===== src/rtl/baud_pkg.sv =====
// Shared constants, state encoding and reset-divisor helper for the baud tick generator.
package baud_pkg;

    localparam int FRAME_BITS_MIN = 2;
    localparam int FRAME_BITS_MAX = 15;

    typedef enum logic {
        IDLE = 1'b0,
        RUN  = 1'b1
    } state_e;

    function automatic int div_from_baud(input int clk_hz, input int baud);
        if (baud > 0) begin
            return clk_hz / baud;
        end else begin
            return 0;
        end
    endfunction

endpackage


===== src/rtl/baud_frac_acc.sv =====
// Fractional divisor accumulator: yields the length of the current bit in clock cycles.
module baud_frac_acc
    import baud_pkg::*;
#(
    parameter int DIV_W  = 16,
    parameter int FRAC_W = 4
) (
    input  logic              clk,
    input  logic              rst,
    input  logic [DIV_W-1:0]  div_int,
    input  logic [FRAC_W-1:0] frac,
    input  logic              clear,
    input  logic              bit_start,
    output logic [DIV_W:0]    period
);

    logic [FRAC_W-1:0] acc_r;
    logic [FRAC_W:0]   sum_s;

    // Carry out of the fractional sum stretches the current bit by one cycle.
    always_comb begin
        sum_s  = {1'b0, acc_r} + {1'b0, frac};
        period = {1'b0, div_int} + {{DIV_W{1'b0}}, sum_s[FRAC_W]};
    end

    // Accumulator advances at each bit boundary; cleared at frame start, frame end and abort.
    always_ff @(posedge clk or posedge rst) begin
        if (rst) begin
            acc_r <= '0;
        end else if (clear) begin
            acc_r <= '0;
        end else if (bit_start) begin
            acc_r <= sum_s[FRAC_W-1:0];
        end
    end

endmodule


===== src/rtl/baud_tick_gen.sv =====
// Runtime-programmable baud tick generator: mid-bit/end-of-bit ticks, bit index and frame pulse.
module baud_tick_gen
    import baud_pkg::*;
#(
    parameter int CLK_FREQ_HZ  = 100_000_000,
    parameter int BAUD_DEFAULT = 115200,
    parameter int DIV_W        = 16,
    parameter int FRAC_W       = 4,
    parameter int FRAME_BITS   = 10
) (
    input  logic              clk,
    input  logic              rst,
    input  logic              en,
    input  logic              div_load,
    input  logic [DIV_W-1:0]  div_int,
    input  logic [FRAC_W-1:0] div_frac,
    output logic              busy,
    output logic              tick_mid,
    output logic              tick_end,
    output logic [3:0]        bit_idx,
    output logic              frame_done,
    output logic              cfg_err
);

    if (FRAME_BITS < FRAME_BITS_MIN || FRAME_BITS > FRAME_BITS_MAX) begin : g_bad_frame_bits
        $error("baud_tick_gen: FRAME_BITS out of range");
    end

    localparam logic [DIV_W-1:0] DIV_RESET = DIV_W'(div_from_baud(CLK_FREQ_HZ, BAUD_DEFAULT));
    localparam logic [3:0]       LAST_BIT  = 4'(FRAME_BITS - 1);

    state_e            state_r, state_next_s;
    logic [DIV_W:0]    cnt_r, period_s, half_s;
    logic [DIV_W-1:0]  div_int_r, pend_int_r;
    logic [FRAC_W-1:0] div_frac_r, pend_frac_r;
    logic              pend_valid_r;
    logic [3:0]        bit_idx_r;
    logic run_s, start_s, abort_s, mid_s, end_s, last_s, load_ok_s, direct_s, apply_s;

    baud_frac_acc #(.DIV_W(DIV_W), .FRAC_W(FRAC_W)) u_frac_acc (
        .clk       (clk),
        .rst       (rst),
        .div_int   (div_int_r),
        .frac      (div_frac_r),
        .clear     (start_s || abort_s || last_s),
        .bit_start (end_s),
        .period    (period_s)
    );

    // Event decode: an abort edge (en low in RUN) produces no ticks.
    always_comb begin
        run_s     = (state_r == RUN) && en;
        start_s   = (state_r == IDLE) && en;
        abort_s   = (state_r == RUN) && !en;
        half_s    = period_s >> 1;
        mid_s     = run_s && (cnt_r == half_s);
        end_s     = run_s && (cnt_r == (period_s - {{DIV_W{1'b0}}, 1'b1}));
        last_s    = end_s && (bit_idx_r == LAST_BIT);
        load_ok_s = div_load && (div_int >= DIV_W'(2));
        direct_s  = ((state_r == IDLE) && !en) || abort_s;
        apply_s   = pend_valid_r && (last_s || abort_s);
    end

    always_comb begin
        state_next_s = state_r;
        case (state_r)
            IDLE:    if (en) state_next_s = RUN;  else state_next_s = IDLE;
            RUN:     if (!en) state_next_s = IDLE; else state_next_s = RUN;
            default: state_next_s = IDLE;
        endcase
    end

    always_ff @(posedge clk or posedge rst) begin
        if (rst) begin
            state_r <= IDLE;
        end else begin
            state_r <= state_next_s;
        end
    end

    // Bit counter and in-frame bit index.
    always_ff @(posedge clk or posedge rst) begin
        if (rst) begin
            cnt_r     <= '0;
            bit_idx_r <= 4'd0;
        end else if (start_s || abort_s) begin
            cnt_r     <= '0;
            bit_idx_r <= 4'd0;
        end else if (end_s) begin
            cnt_r     <= '0;
            bit_idx_r <= last_s ? 4'd0 : bit_idx_r + 4'd1;
        end else if (run_s) begin
            cnt_r     <= cnt_r + {{DIV_W{1'b0}}, 1'b1};
        end
    end

    // Divisor loads: immediate when no frame can observe them, otherwise deferred to the frame boundary.
    always_ff @(posedge clk or posedge rst) begin
        if (rst) begin
            div_int_r    <= DIV_RESET;
            div_frac_r   <= '0;
            pend_int_r   <= '0;
            pend_frac_r  <= '0;
            pend_valid_r <= 1'b0;
        end else if (load_ok_s && direct_s) begin
            div_int_r    <= div_int;
            div_frac_r   <= div_frac;
            pend_valid_r <= 1'b0;
        end else if (load_ok_s) begin
            if (apply_s) begin
                div_int_r  <= pend_int_r;
                div_frac_r <= pend_frac_r;
            end
            pend_int_r   <= div_int;
            pend_frac_r  <= div_frac;
            pend_valid_r <= 1'b1;
        end else if (apply_s) begin
            div_int_r    <= pend_int_r;
            div_frac_r   <= pend_frac_r;
            pend_valid_r <= 1'b0;
        end
    end

    always_ff @(posedge clk or posedge rst) begin
        if (rst) begin
            tick_mid   <= 1'b0;
            tick_end   <= 1'b0;
            frame_done <= 1'b0;
            cfg_err    <= 1'b0;
        end else begin
            tick_mid   <= mid_s;
            tick_end   <= end_s;
            frame_done <= last_s;
            cfg_err    <= div_load && (div_int < DIV_W'(2));
        end
    end

    assign busy    = (state_r == RUN);
    assign bit_idx = bit_idx_r;

endmodule


===== config.mk =====
export PLATFORM = sky130hd
export DESIGN_NAME = baud_tick_gen
export DESIGN_NICKNAME = d
export VERILOG_FILES = /design/src/rtl/baud_pkg.sv /design/src/rtl/baud_frac_acc.sv /design/src/rtl/baud_tick_gen.sv
export SDC_FILE = /design/constraint.sdc
export NUM_CORES = 1
export LEC_CHECK = 0
export ABC_AREA = 1
export BUFFER_PORTS_ARGS = -buffer_cell sky130_fd_sc_hd__buf_2
export CORE_MARGIN = 1
export CORE_UTILIZATION = 60
export DETAILED_ROUTE_END_ITERATION = 10
export PLACE_DENSITY = 0.79
export SKIP_CTS_REPAIR_TIMING = 1
export SLEW_MARGIN = 5
export SYNTH_ARGS = -nofsm -noshare
export SYNTH_HDL_FRONTEND = slang
export SYNTH_SLANG_ARGS = --single-unit

===== constraint.sdc =====
create_clock -name clk -period 10.27 [get_ports clk]
set_clock_uncertainty 0.15 [all_clocks]
set_input_delay 2.054 -clock clk [delete_from_list [all_inputs] [get_ports clk]]
set_output_delay 2.054 -clock clk [all_outputs]
set_load 0.005 [all_outputs]

==> flow_summary.json, run 1 <==
{
  "outcome": "finished clean",
  "io-pin-count": 33,
  "setup_viol": 0,
  "fp.coreArea_mm2": 0.008258,
  "intPower_mw": 0.5173,
  "seq_area_frac_synth_pct": 34.76,
  "worstPathRequired_ns": 10.41,
  "antenna_found_initial": 0,
  "portBuffers": 32,
  "rsz0062_at_grt": "no",
  "clkPwrFrac_pct": 24.0,
  "worst_slack_ns": 5.424,
  "crit_arrival_ns": 4.99,
  "synth_cells": 757,
  "swShare_pct": 40.73,
  "grt_usage_pct": 28.77,
  "min_path_type": "flop to flop",
  "yosys.area.top_type": "dfrtp_1",
  "crit_start": "div_frac_r[0]",
  "drt-pass1-iter-count": 5,
  "period_needed_ns": 4.846,
  "final_util_pct": 67.03,
  "synth_edf_count": 0,
  "wl_met1_um": 5448,
  "hold_viol": 0,
  "tns_ns": 0,
  "clockBufferDepth": 2,
  "p_switching_mw": 0.3554,
  "seqPwrFrac_pct": 40.5,
  "drc_errors": 0,
  "wl_met2_um": 5650,
  "ff2ff_setup_slack_ns": 5.42,
  "cts.sinks": 71,
  "grt_max_degree": 72,
  "h-tree-depth": 3,
  "first_global_vias": 4514,
  "start_util_pct": 62.12,
  "die_h_um": 94.47,
  "wl_per_cell_um": 13.20,
  "r2r_cells": 24,
  "area_growth_pct": 7.902,
  "dr_wl_met3_um": 545,
  "vias": 4795,
  "nNetsFinal": 824,
  "top_layer": "met4",
  "grt_pass1_wl_um": 20270,
  "die_x_um": 94.47,
  "dp_hpwl_um": 9119,
  "drtAntennaViolNets": 0,
  "fmax_mhz": 206.4,
  "r2r-end": "div_int_r[2]",
  "p_comb_share_pct": 35.6,
  "cts-root-buf": "clkbuf_8",
  "syn_nets": 796,
  "wl_um": 11820,
  "post-route-period-util_pct": 47.19,
  "ys.flop_type": "dfrtp_1",
  "synth.top_cell.area_share_pct": 32.20,
  "clock_latency_ns": 0.35,
  "cp-endpoint": "div_int_r[2]",
  "criticalPathCategory": "flop to flop",
  "synth_area_leaders": "dfrtp_1 (32%), nand2_1 (18%), nand3_1 (7.6%), inv_1 (6.8%), o21ai_0 (5.1%)",
  "drv_slew": 0,
  "synth_area_mm2": 0.005130,
  "peakVddDrop_v": 0.0001164,
  "cp-start-kind": "flop",
  "yosysWarnings": 0,
  "drive_gt1_share_pct": 12.78,
  "endpoint_kind": "flop",
  "clk_pin_slew_ns": 0.08,
  "grt_overflow": 0,
  "synth.avg_cell_area_um2": 6.777,
  "yosysMostFrequentCell": "nand2_1",
  "dp_slack_ns": 5.485,
  "slew_headroom_pct": 39.04,
  "cts-buffers-inserted": 9,
  "holdPathStages": 2,
  "drt_iter0_drc": 315,
  "synth_async_sr_flop_share_pct": 100.0,
  "die_area_mm2": 0.008924,
  "synth.distinct_cells": 41,
  "worstReg2RegStart": "div_frac_r[0]",
  "cts_tree": "done",
  "place_congestion": 0.9300,
  "worst-path-max-fanout": 21,
  "vias_per_cell": 5.358,
  "p_leak_nw": 2.824,
  "antenna_cells": 0,
  "power_density_mw_per_mm2": 157.7,
  "ys_top_cells_by_count": "nand2_1 (249), inv_1 (93), nand3_1 (78), dfrtp_1 (66), nor2_1 (59)",
  "worstMarginPinSlew_ns": 0.9144,
  "maxCapViolCount": 0,
  "synth-seq-cells": 71,
  "num_rows": 33
}
power by group through the flow:
stage                     Sequential [mW]  Clock (mW)  Combinational [mW]
after floorplan                     0.345           0               0.251
after global placement              0.355           0               0.298
after detailed placement            0.358           0               0.307
after CTS                           0.353       0.213               0.309
after global routing                0.358       0.225               0.356
final                               0.353       0.209               0.310
placed cells by master, fill, tap and decap left out, types with 3 or more instances in the layout:
| master | Yosys | final |
|---|---|---|
| a21oi_1 | 8 | 8 |
| nand3_1 | 78 | 78 |
| dfstp_2 | 5 | 5 |
| nand2_4 | 3 | 3 |
| ha_1 | 14 | 14 |
| nand2_1 | 249 | 249 |
| inv_2 | 3 | 4 |
| and3_1 | 3 | 3 |
| o22ai_1 | 4 | 4 |
| nor2_2 | 6 | 7 |
| nor4_1 | 7 | 7 |
| dfrtp_1 | 66 | 66 |
| nand4_1 | 15 | 15 |
| o21ai_0 | 52 | 52 |
| xor2_1 | 16 | 16 |
| nor2_4 | 10 | 11 |
| clkbuf_8 | 0 | 10 |
| nor2_1 | 59 | 57 |
| buf_2 | 3 | 32 |
| nand3_2 | 4 | 4 |
| nand2_2 | 12 | 12 |
| nor3_1 | 14 | 14 |
| inv_1 | 93 | 92 |
registers in the layout (all words and copies together), names as in the netlist:
signal            flops
frame_done            1
pend_int_r           16
bit_idx               4
div_int_r            16
tick_mid              1
busy                  1
pend_frac_r           4
u_frac_acc.acc_r      4
cnt_r                17
div_frac_r            4
cfg_err               1
pend_valid_r          1
tick_end              1
kinds of logic (layout without fill, tap and decap cells):
| group | after synthesis | count (layout) | share of synthesized area, % |
|---|---|---|---|
| buf+inv | 116 | 149 | 9.122 |
| fa+ha+maj | 15 | 15 | 3.805 |
| compound gates | 69 | 69 | 7.122 |
| xor+xnor | 18 | 18 | 3.073 |
| flops | 71 | 71 | 34.76 |
| simple gates | 467 | 467 | 41.93 |
| mux | 1 | 1 | 0.1951 |
critical path, stage by stage (launching register included):
cell and delay (ns):
dfrtp_1 0.39, ha_1 0.24, fa_1 0.41, nand3_1 0.09, nand2_1 0.06, ha_1 0.22
ha_1 0.33, inv_1 0.10, ha_1 0.22, nand2_1 0.07, nor2_1 0.17, nand3_1 0.15
nor2_1 0.21, nand2_1 0.08, nand2_1 0.09, nand2_1 0.05, nand2_1 0.11, nand2_1 0.08
nor2_2 0.13, nand4_1 0.19, nand2_1 0.14, nand2_1 0.41, nand2_2 0.48, nand2_1 0.12
nand2_1 0.09
per-stage QoR:
step | cell area (um2) | total power, mW | instances | hold WS [ns]
floorplan | 5130 | 0.5961 | 757 | 0.3031
global placement | 5348 | 0.6527 | 879 | 0.3285
detailed placement | 5348 | 0.6644 | 879 | 0.3454
CTS | 5530 | 0.8746 | 895 | 0.3695
global route | 5535 | 0.9381 | 895 | 0.3973
finish | 5535 | 0.8726 | 895 | 0.3667
layout make-up:
class	instances	area [um2]
Timing Repair Buffer	34	175.2
Clock buffer	10	137.6
Inverter	99	374.1
Multi-Input combinational cell	570	2889
Sequential cell	71	1783
Clock inverter	6	45.04
Tap cell	105	131.4
Fill cell	728	2723
worst min-delay path by stage:
stage / from / end
6_report: u_frac_acc.acc_r[0] / u_frac_acc.acc_r[0]
5_1_grt: div_int_r[8] / div_int_r[8]
4_1_cts: div_int_r[8] / div_int_r[8]
3_5_place_dp: u_frac_acc.acc_r[3] / u_frac_acc.acc_r[3]
3_3_place_gp: u_frac_acc.acc_r[3] / u_frac_acc.acc_r[3]
2_1_floorplan: u_frac_acc.acc_r[2] / u_frac_acc.acc_r[2]
metal layers:
metal	up-vias	track usage, %
li1	2479	-
met1	2185	37.47
met2	117	49.15
met3	14	5.475
met4	0	7.449
met5	-	0
(Power assumes the default switching activity.)
==> run 2: changes to the inputs <==
Settings changed: CORE_UTILIZATION 60 to 56, PLACE_DENSITY 0.79 to 0.77.
Clock period 10.27 ns to 4.32 ns, I/O delays scaled along.
==> flow_summary.json, run 2 (same netlist as run 1, synthesis figures left out) <==
{
  "p_leak_nw": 2.859,
  "dp_hpwl_um": 9394,
  "regArea_mm2": 0.001783,
  "vias_per_cell": 5.409,
  "placed_cell_area_mm2": 0.005389,
  "num_rows": 34,
  "power_density_mw_per_mm2": 370.9,
  "multi_input_area_mm2": 0.002940,
  "r2r_cells": 25,
  "hold_viol": 0,
  "crit_slowest_cell": "dfrtp_1",
  "clockBufferDepth": 2,
  "cts.sinks": 71,
  "cts-root-buf": "clkbuf_8",
  "clock_latency_ns": 0.36,
  "antenna_cells": 0,
  "total_power_mw": 2.090,
  "cp_num_buf_inv": 3,
  "vias": 4895,
  "r2r-end": "div_int_r[13]",
  "maxCapViolCount": 0,
  "nNetsFinal": 831,
  "drtAntennaViolNets": 0,
  "holdPathStages": 2,
  "period_needed_ns": 4.007,
  "worstReg2RegStart": "div_frac_r[0]",
  "top_register": "cnt_r",
  "fin_area_mm2": 0.005635,
  "critical-path-top-delay-family": "simple AND/OR/NAND/NOR gates",
  "layout_common_cells": "nand2_1 (247), inv_1 (91), nand3_1 (78)",
  "largest_reg_flops": 17,
  "final_util_pct": 64.00,
  "cts_tree": "done",
  "die_x_um": 97.71,
  "grt_max_degree": 42,
  "peakVddDrop_v": 0.0002281,
  "first_global_vias": 4495,
  "die_area_mm2": 0.009547,
  "ff2ff_setup_slack_ns": 0.31,
  "grt_usage_pct": 26.75,
  "drt-pass1-iter-count": 5,
  "hold_ws_ns": 0.3660,
  "die_h_um": 97.71,
  "worstMarginPinSlew_ns": 0.7538,
  "post-route-period-util_pct": 92.76,
  "drt_iter0_drc": 269,
  "drv_slew": 0,
  "clk_pin_slew_ns": 0.08,
  "top_regs": "cnt_r: 17 flops, div_int_r: 16 flops, pend_int_r: 16 flops",
  "grt_pass1_wl_um": 20490,
  "cpPeakStageDelay_ns": 0.40,
  "cts-buffers-inserted": 9,
  "start_util_pct": 58.26,
  "fp.coreArea_mm2": 0.008806,
  "setup_viol": 0,
  "n_fill_cell": 811,
  "crit_arrival_ns": 4.11,
  "endpoint_kind": "flop",
  "area_growth_pct": 9.854,
  "crit_path_frequent_cell": "nand2_1",
  "h-tree-depth": 3,
  "slew_headroom_pct": 49.67,
  "portBuffers": 32,
  "cp-start-kind": "flop",
  "drive_gt1_share_pct": 14.81,
  "hp-start": "div_int_r[8]",
  "fmax_mhz": 249.5,
  "place_inst": 887,
  "criticalPathCategory": "flop to flop",
  "antenna_found_initial": 0,
  "final_cell_count_no_fill": 905,
  "grt_overflow": 0,
  "layout_commonest_cell": "nand2_1",
  "wl_um": 12180,
  "min_path_type": "flop to flop",
  "outcome": "finished clean",
  "io-pin-count": 33,
  "place_congestion": 0.9035,
  "worst-path-max-fanout": 16,
  "worstPathRequired_ns": 4.42,
  "min_to": "div_int_r[8]",
  "wl_per_cell_um": 13.46,
  "drc_errors": 0
}
## run 2: cell types whose count changed in the layout (fill, tap and decap cells not counted), sizes merged
cell	delta
buf	+7
clkinv	+1
clkbuf	-1
## run 2: power by group
part | switching [mW] | total, mW | internal (mW) | leakage (nW)
clock | 0.276 | 0.484 | 0.208 | 0.0854
combinational | 0.503 | 0.769 | 0.266 | 1.86
sequential | 0.0826 | 0.837 | 0.755 | 0.911
## run 2: worst max-delay path by stage
stage | startpoint | end | slack (ns) | cells after the start
6_report | div_frac_r[0] | div_int_r[13] | 0.31 | 25
5_1_grt | div_frac_r[0] | div_int_r[1] | -0.004 | 25
4_1_cts | div_frac_r[0] | div_int_r[10] | -0.08 | 24
3_5_place_dp | div_frac_r[0] | div_int_r[10] | -0.04 | 24
3_3_place_gp | div_frac_r[0] | div_int_r[9] | 0.12 | 24
2_1_floorplan | div_frac_r[0] | div_frac_r[0] | 0.67 | 24
## run 2: tightest hold or removal path, stage by stage, from the launching register on
cell	delay, ns
dfstp_2	0.39
nand3_1	0.08
nand2_1	0.05
## run 2: layout make-up
type	instances	area share, %
Clock buffer	9	2.198
Multi-Input combinational cell	570	52.18
Tap cell	108	2.398
Inverter	99	6.639
Clock inverter	7	0.8437
Sequential cell	71	31.64
Timing Repair Buffer	41	4.107
## run 2: metrics by stage
step           setup slack [ns]   TNS (ns)
2_1_floorplan            0.6726          0
4_1_cts                -0.07847     -1.242
6_report                 0.3127          0
5_1_grt               -0.004014  -0.006704
3_5_place_dp           -0.04420    -0.4775
3_3_place_gp             0.1228          0
## run 2: routing by layer
layer	share of wire, %	vias up	track usage [%]
li1	-	2493	-
met1	46	2233	35.75
met2	47	146	44.46
met3	4.5	23	3.525
met4	2.3	0	10.02
met5	0	-	0
==> run 3: changes to the inputs <==
Settings changed: REMOVE_ABC_BUFFERS set to 1.
==> flow_summary.json, run 3 (same netlist as run 1, synthesis figures left out) <==
{
  "setup_viol": 0,
  "worstMarginPinSlew_ns": 0.6057,
  "io-pin-count": 33,
  "slew_headroom_pct": 59.62,
  "fp.coreArea_mm2": 0.008806,
  "drt_iter0_drc": 241,
  "maxCapViolCount": 0,
  "vias_per_cell": 5.391,
  "antenna_cells": 0,
  "cts.sinks": 71,
  "drive_gt1_share_pct": 14.55,
  "grt_usage_pct": 26.97,
  "cts_tree": "done",
  "violations": "DRC",
  "p_leak_nw": 2.881,
  "layout_common_cells": "nand2_1 (247), inv_1 (91), nand3_1 (78)",
  "h-tree-depth": 3,
  "hold_viol": 0,
  "outcome": "finished with violations",
  "grt_pass1_wl_um": 20690,
  "portBuffers": 32,
  "period_needed_ns": 4.028,
  "die_h_um": 97.71,
  "endpoint_kind": "flop",
  "r2r_cells": 23,
  "cts-root-buf": "clkbuf_8",
  "area_growth_pct": 10.39,
  "top_regs": "cnt_r: 17 flops, div_int_r: 16 flops, pend_int_r: 16 flops",
  "drv_slew": 0,
  "ff2ff_setup_slack_ns": 0.29,
  "crit_path_frequent_cell": "nand2_1",
  "worstPathCellList": "ha_1, fa_2, nand3_1, nand2_1, ha_1, ha_1, nand2_1, nor2_4, nand3_1, nand2_1, nand2_1, nand2_1, nor2_2, nand3_1, nand2_1, nand2_1, nor2_2, nand4_1, nand2_2, nand2_4, buf_6, nand3_1, nand2_1",
  "power_density_mw_per_mm2": 384.1,
  "drtAntennaViolNets": 0,
  "vias": 4879,
  "first_global_vias": 4533,
  "start_util_pct": 58.26,
  "largest_reg_flops": 17,
  "crit_arrival_ns": 4.12,
  "crit_slowest_cell": "dfrtp_1",
  "fmax_mhz": 248.3,
  "criticalPathCategory": "flop to flop",
  "dp_slack_ns": 0.04971,
  "dp_hpwl_um": 9410,
  "cts-buffers-inserted": 9,
  "clk_pin_slew_ns": 0.09,
  "die_area_mm2": 0.009547,
  "layout_commonest_cell": "nand2_1",
  "wl_um": 12030,
  "clock_latency_ns": 0.35,
  "antenna_found_initial": 0,
  "cpPeakStageDelay_ns": 0.39,
  "holdPathStages": 2,
  "total_power_mw": 2.175,
  "place_congestion": 0.9828,
  "worst_slack_ns": 0.2925,
  "die_x_um": 97.71,
  "clockBufferDepth": 2,
  "cp-start-kind": "flop",
  "peakVddDrop_v": 0.0002442,
  "grt_max_degree": 48,
  "tns_ns": 0,
  "grt_overflow": 0,
  "post-route-period-util_pct": 93.23,
  "worst-path-max-fanout": 16,
  "hold_ws_ns": 0.3492,
  "top_register": "cnt_r",
  "num_rows": 34,
  "min_path_type": "flop to flop",
  "drt-pass1-iter-count": 8,
  "wl_per_cell_um": 13.29,
  "drc_errors": 2,
  "rsz0062_at_grt": "no",
  "worstPathRequired_ns": 4.41,
  "nNetsFinal": 831
}
[run 3: cell count changes in the layout (fill, tap and decap cells not counted), sizes merged]
cell	previous run	this run
bufinv	0	1
clkinvlp	2	1
inv	98	100
clkinv	6	4
[run 3: worst paths after layout]
check	from	to
min in group asynchronous	rst	pend_int_r[0]
max in group asynchronous	rst	cnt_r[10]
worst min register to register	u_frac_acc.acc_r[2]	u_frac_acc.acc_r[2]
worst max register to register	div_frac_r[0]	div_int_r[12]
worst min-delay path	u_frac_acc.acc_r[2]	u_frac_acc.acc_r[2]
worst max-delay path	div_frac_r[0]	div_int_r[12]
[run 3: per-layer routing]
| metal | vias up | share of wire [%] | global-route usage [%] |
|---|---|---|---|
| li1 | 2491 | - | - |
| met1 | 2232 | 46 | 36.19 |
| met2 | 128 | 47 | 43.32 |
| met3 | 28 | 3.9 | 4.676 |
| met4 | 0 | 3.2 | 11.19 |
| met5 | - | 0 | 0 |
[run 3: power breakdown]
part	internal (mW)	switching, mW
combinational	0.268	0.507
clock	0.275	0.287
sequential	0.754	0.0847
[run 3: area by class of cell]
cell class                      count  area, um2
Clock inverter                      7      80.08
Clock buffer                        9      123.9
Timing Repair Buffer               41      231.5
Inverter                           99      374.1
Sequential cell                    71       1783
Fill cell                         784       3143
Tap cell                          108      135.1
Multi-Input combinational cell    570       2935
[run 3: critical path: cells and delay by family, from the launching register on]
kind / cells / cell delay [ns]
flip-flops: 1 / 0.39
adder cells (fa/ha/maj): 4 / 1.06
AND/OR/NAND/NOR: 18 / 2.14
buffers and inverters: 1 / 0.17
[run 3: per-stage QoR]
| stage | instance area, um2 | util (%) | std cells |
|---|---|---|---|
| floorplan | 5036 | - | 740 |
| global placement | 5381 | 61.11 | 886 |
| detailed placement | 5381 | 61.11 | 886 |
| CTS | 5585 | 63.43 | 902 |
| global route | 5663 | 64.31 | 905 |
| finish | 5663 | 64.31 | 905 |
